$ cat config.mk
export PLATFORM = sky130hd
export DESIGN_NAME = drop_controller
export DESIGN_NICKNAME = d
export VERILOG_FILES = /design/src/rtl/drop_ctrl_pkg.sv /design/src/rtl/drop_timer.sv /design/src/rtl/drop_controller.sv
export SDC_FILE = /design/constraint.sdc
export NUM_CORES = 1
export LEC_CHECK = 0
export BUFFER_PORTS_ARGS = -buffer_cell sky130_fd_sc_hd__buf_4
export CAP_MARGIN = 5
export CORE_UTILIZATION = 37
export CTS_CLUSTER_SIZE = 10
export DETAILED_ROUTE_END_ITERATION = 10
export PLACE_DENSITY = 0.65
export SETUP_SLACK_MARGIN = 0.2
export SLEW_MARGIN = 20
export SYNTH_ARGS = -nofsm -noshare
export SYNTH_HDL_FRONTEND = slang
export SYNTH_SLANG_ARGS = --single-unit
export TNS_END_PERCENT = 50
$ cat constraint.sdc
create_clock -name clk -period 1.6 [get_ports clk]
set_input_delay 0.24 -clock clk [delete_from_list [all_inputs] [get_ports clk]]
set_output_delay 0.24 -clock clk [all_outputs]
set_load 0.1 [all_outputs]
$ cat src/rtl/drop_ctrl_pkg.sv
// Shared types and constants for the baggage drop sequencer.
package drop_ctrl_pkg;

  typedef enum logic [2:0] {
    IDLE,
    CHECK,
    DROP,
    REJECT,
    COOLDOWN
  } state_t;

  localparam logic [1:0] ST_NONE     = 2'b00;
  localparam logic [1:0] ST_DROPPED  = 2'b01;
  localparam logic [1:0] ST_REJECTED = 2'b10;
  localparam logic [1:0] ST_ABORTED  = 2'b11;

  function automatic int unsigned max3(input int unsigned a, input int unsigned b,
                                       input int unsigned c);
    int unsigned m;
    m = (a > b) ? a : b;
    return (m > c) ? m : c;
  endfunction

endpackage

$ cat src/rtl/drop_timer.sv
// Loadable down-counter that stops at zero; reused for settle, hold and cooldown.
module drop_timer #(
  parameter int unsigned W = 4
) (
  input  logic         clk,
  input  logic         rst,
  input  logic         load,
  input  logic [W-1:0] load_val,
  output logic         zero
);

  logic [W-1:0] count;

  always_ff @(posedge clk or posedge rst) begin
    if (rst) begin
      count <= '0;
    end else if (load) begin
      count <= load_val;
    end else if (count != '0) begin
      count <= count - W'(1);
    end
  end

  assign zero = (count == '0);

endmodule

$ cat src/rtl/drop_controller.sv
// Baggage drop sequencer: request, settle check, actuator hold, cooldown.
// Optional outcome counters enabled with `DROP_CTRL_STATS_EN.
module drop_controller
  import drop_ctrl_pkg::*;
#(
  parameter int unsigned T_WIDTH         = 16,
  parameter int unsigned SETTLE_CYCLES   = 2,
  parameter int unsigned HOLD_CYCLES     = 8,
  parameter int unsigned COOLDOWN_CYCLES = 4
) (
  input  logic               clk,
  input  logic               rst,
  input  logic               req_valid,
  output logic               req_ready,
  input  logic [T_WIDTH-1:0] t_act,
  input  logic [T_WIDTH-1:0] t_lim,
  input  logic               abort,
  output logic               drop_en,
  output logic               drop_activated,
  output logic               busy,
  output logic               done,
  output logic [1:0]         status
`ifdef DROP_CTRL_STATS_EN
  ,
  output logic [7:0]         drop_count,
  output logic [7:0]         reject_count,
  output logic [7:0]         abort_count
`endif
);

  localparam int unsigned CNT_MAX = max3(SETTLE_CYCLES, HOLD_CYCLES, COOLDOWN_CYCLES);
  localparam int unsigned CW      = $clog2(CNT_MAX + 1);

  // The timer is loaded with N-1 so that 'zero' marks the last cycle of the state.
  localparam logic [CW-1:0] SETTLE_LD = CW'(SETTLE_CYCLES - 1);
  localparam logic [CW-1:0] HOLD_LD   = CW'(HOLD_CYCLES - 1);
  localparam logic [CW-1:0] COOL_LD   = CW'(COOLDOWN_CYCLES - 1);

  state_t          state;
  logic            pass;
  logic            accept;
  logic            abort_hit;
  logic            to_drop;
  logic            to_reject;
  logic            to_cool;
  logic            to_idle;
  logic            t_load;
  logic [CW-1:0]   t_val;
  logic            t_zero;
  logic [1:0]      cool_status;

  always_comb begin
    pass        = (t_act <= t_lim);
    accept      = (state == IDLE) && req_valid;
    abort_hit   = abort && ((state == CHECK) || (state == DROP));
    to_drop     = (state == CHECK) && !abort && pass && t_zero;
    to_reject   = (state == CHECK) && !abort && !pass;
    to_cool     = abort_hit || ((state == DROP) && t_zero) || (state == REJECT);
    to_idle     = (state == COOLDOWN) && t_zero;
    t_load      = accept || to_drop || to_cool;
    t_val       = '0;
    if (accept) begin
      t_val = SETTLE_LD;
    end else if (to_drop) begin
      t_val = HOLD_LD;
    end else if (to_cool) begin
      t_val = COOL_LD;
    end
    cool_status = ST_DROPPED;
    if (abort_hit) begin
      cool_status = ST_ABORTED;
    end else if (state == REJECT) begin
      cool_status = ST_REJECTED;
    end
  end

  drop_timer #(
    .W(CW)
  ) u_timer (
    .clk     (clk),
    .rst     (rst),
    .load    (t_load),
    .load_val(t_val),
    .zero    (t_zero)
  );

  always_ff @(posedge clk or posedge rst) begin
    if (rst) begin
      state          <= IDLE;
      req_ready      <= 1'b1;
      drop_en        <= 1'b0;
      drop_activated <= 1'b0;
      busy           <= 1'b0;
      done           <= 1'b0;
      status         <= ST_NONE;
    end else begin
      done <= 1'b0;
      if (accept) begin
        state     <= CHECK;
        req_ready <= 1'b0;
        busy      <= 1'b1;
        status    <= ST_NONE;
      end else if (to_drop) begin
        state          <= DROP;
        drop_en        <= 1'b1;
        drop_activated <= 1'b1;
      end else if (to_reject) begin
        state   <= REJECT;
        drop_en <= 1'b1;
      end else if (to_cool) begin
        state          <= COOLDOWN;
        drop_en        <= 1'b0;
        drop_activated <= 1'b0;
        done           <= 1'b1;
        status         <= cool_status;
      end else if (to_idle) begin
        state     <= IDLE;
        busy      <= 1'b0;
        req_ready <= 1'b1;
      end
    end
  end

`ifdef DROP_CTRL_STATS_EN
  always_ff @(posedge clk or posedge rst) begin
    if (rst) begin
      drop_count   <= '0;
      reject_count <= '0;
      abort_count  <= '0;
    end else if (to_cool) begin
      if (cool_status == ST_DROPPED && drop_count != '1) begin
        drop_count <= drop_count + 8'd1;
      end
      if (cool_status == ST_REJECTED && reject_count != '1) begin
        reject_count <= reject_count + 8'd1;
      end
      if (cool_status == ST_ABORTED && abort_count != '1) begin
        abort_count <= abort_count + 8'd1;
      end
    end
  end
`endif

endmodule

==> flow_metrics.tcl <==
set metrics [dict create \
    cts_tree "yes" \
    std_cell_rows 19 \
    synthArstFlopShare_pct 100 \
    viasPerCell 4.98 \
    ys_seq_area_share_pct 30.3 \
    r2r_slack_ns -0.07 \
    gp_congestion 0.739 \
    rr_worst_depth 7 \
    grt_pass1_vias 1128 \
    area_growth_pct 56.8 \
    core_mm2 0.00285 \
    rsz0062_at_grt "yes" \
    clk_latency_ns 0.28 \
    cp-end-kind "flop" \
    yosys.area.top_type_share_pct 28.0 \
    drtAntennaViolNets 0 \
    cts_hold_buf 0 \
    drtIter0Drc 17 \
    antenna_found_initial 0 \
    setup_tns_ns -0.345 \
    finalHoldViolCount 13 \
    relSlewSlack_pct 64.4 \
    min_period_ns 1.67 \
    outcome "finished with violations" \
    pwr_density_cell_mw_per_mm2 1300 \
    clk_path_buf_depth 2 \
    stdcell_area_mm2 0.00182 \
    total_power_mw 2.37 \
    tightest_slew_ns 0.534 \
    dp_hpwl_um 2320 \
    die_area_mm2 0.00336 \
    arrival_ns 1.85 \
    routedWlPerCell_um 11.9 \
    first_pass_iters 7 \
    setup.worst_path.end "status[1]$_DFFE_PP0P_" \
    wirelength_um 2750 \
    finalMaxSlewViolations 0 \
    synthTopCellsByCount "inv_1, ha_1, a21oi_1" \
    io-pin-count 43 \
    setup_viol 8 \
    cts_max_level 1 \
    grt_overflow_total 0 \
    clock-sinks 14 \
    instances_no_fill 230 \
    hold-worst-slack_ns -0.0147 \
    maxCapViolations 0 \
    fin_crit_sh_pct 105 \
    crit_type "flop to flop" \
    ir_drop_v 0.000856 \
    synth_fp_nets 186 \
    synth_top_flop_cell "dfrtp_1" \
    postSynthCellCount 133 \
    yosys.cell_count.top_type "inv_1" \
    ys_ff_latch 14 \
    synth_area_leaders "dfrtp_1, ha_1, inv_1" \
    die_y_um 58.0 \
    startpoint "u_timer.count[1]$_DFFE_PP0P_" \
    placedCellCount 221 \
    synth.distinct_cells 38 \
    reg2reg_to "status[1]$_DFFE_PP0P_" \
    path_clk_slew_ns 0.09 \
    place_ws_ns -0.295 \
    fillers 238 \
    drc 1 \
    syn_avg_cell_area_um2 8.72 \
    worstPathMaxFanout 5 \
    start_util_pct 40.7 \
    synth_edf_count 0 \
    fin_nets 253 \
    grt_max_degree 15 \
    placed_area_mm2 0.00170 \
    antennaDiodeCount 0 \
    p_leak_nw 0.927 \
    min_path_type "primary input to asynchronous set/reset pin" \
    netlist_area_mm2 0.00116 \
    skew_ns 0.00908 \
    ys_warn_count 0 \
    cts-root-buf "clkbuf_4" \
    drive_above_1_share_pct 47.7 \
    num_vias 1146 \
    synth_largest_area_cell "dfrtp_1" \
    cts-buffers-inserted 3 \
    grt_pass1_wl_um 4600 \
    grt_util_all_layers_pct 17.5 \
    violations "design-rule violations, negative hold slack, negative setup slack" \
    die_w_um 58.0 \
    final_util_pct 63.8 \
    io_buffers 42 \
    layout_setup_ws_ns -0.0725 \
    timing.rr.start "u_timer.count[1]$_DFFE_PP0P_" \
    max_clock_freq_mhz 598 \
    startpoint_type "flop" \
    critical_path_required_ns 1.77 \
]
==> cell usage in the layout (no fill, tap or decap), types with 2 or more instances in the layout <==
cell type,synthesis,final
a21o_1,3,3
a21oi_1,14,13
buf_4,0,59
buf_6,0,4
clkbuf_4,0,3
dfrtp_1,13,13
ha_1,17,12
ha_4,0,5
inv_1,24,18
inv_2,0,3
nand2_1,12,12
nand4_1,2,2
nor2_1,4,4
nor2_4,1,2
nor2b_1,3,3
nor3_1,4,4
o21ai_0,9,7
o21ai_1,1,2
o21ai_2,1,2
==> worst min-delay path by stage <==
stage | end | slack [ns] | cells after the start | start
floorplan | busy$_DFFE_PP0P_ | 0.13 | 1 | rst
global placement | status[1]$_DFFE_PP0P_ | 0.32 | 2 | rst
detailed placement | u_timer.count[0]$_DFFE_PP0P_ | 0.32 | 2 | rst
CTS | status[0]$_DFFE_PP0P_ | 0.001 | 2 | rst
global route | status[0]$_DFFE_PP0P_ | 0.03 | 2 | rst
finish | status[0]$_DFFE_PP0P_ | -0.01 | 2 | rst
==> critical path, stage by stage, from the launching register on <==
cell,delay [ns]
dfrtp_1,0.40
inv_2,0.08
ha_4,0.13
nor3b_4,0.23
o21ai_2,0.11
a211oi_4,0.32
nor2_4,0.11
a21o_1,0.17
==> sequential cells by signal (all words and copies together), names as in the netlist <==
| name | flops |
|---|---|
| req_ready | 1 |
| u_timer.count | 4 |
| done | 1 |
| busy | 1 |
| drop_activated | 1 |
| state | 3 |
| status | 2 |
| drop_en | 1 |
==> cells by family after synthesis <==
kind of cell / share of synthesized area (%)
AO/OA/AOI/OAI: 20.0
adder cells (fa/ha/maj): 18.3
AND/OR/NAND/NOR: 22.5
flip-flops: 30.3
XOR/XNOR: 0.755
buffers and inverters: 8.09
==> report_power, final <==
group          switching [mW]  internal (mW)
registers               0.105          0.494
clock network           0.120          0.138
logic                   0.934          0.577
==> repair_timing <==
action | in CTS | in global routing
gates resized for setup | 8 | 4
pin swaps | 6 | 5
setup buffers | 4 | 1
setup endpoints to repair | 14 | 14
==> cell type report <==
cell class	instances	area (um^2)	share of cell area [%]
repair buffers	63	488	26.8
inverters	24	105	5.78
clock buffers	4	36.3	1.99
flip-flops and latches	14	352	19.3
well taps	31	38.8	2.13
multi-input cells	94	800	43.9
==> layer usage <==
| layer | global-route usage (%) | routed length [um] |
|---|---|---|
| met1 | 20.3 | 1200 |
| met2 | 32.8 | 1460 |
| met3 | 4.02 | 71 |
| met4 | 3.06 | 19 |
| met5 | 0 | 0 |
No activity file was read; power rests on OpenSTA's default activity.
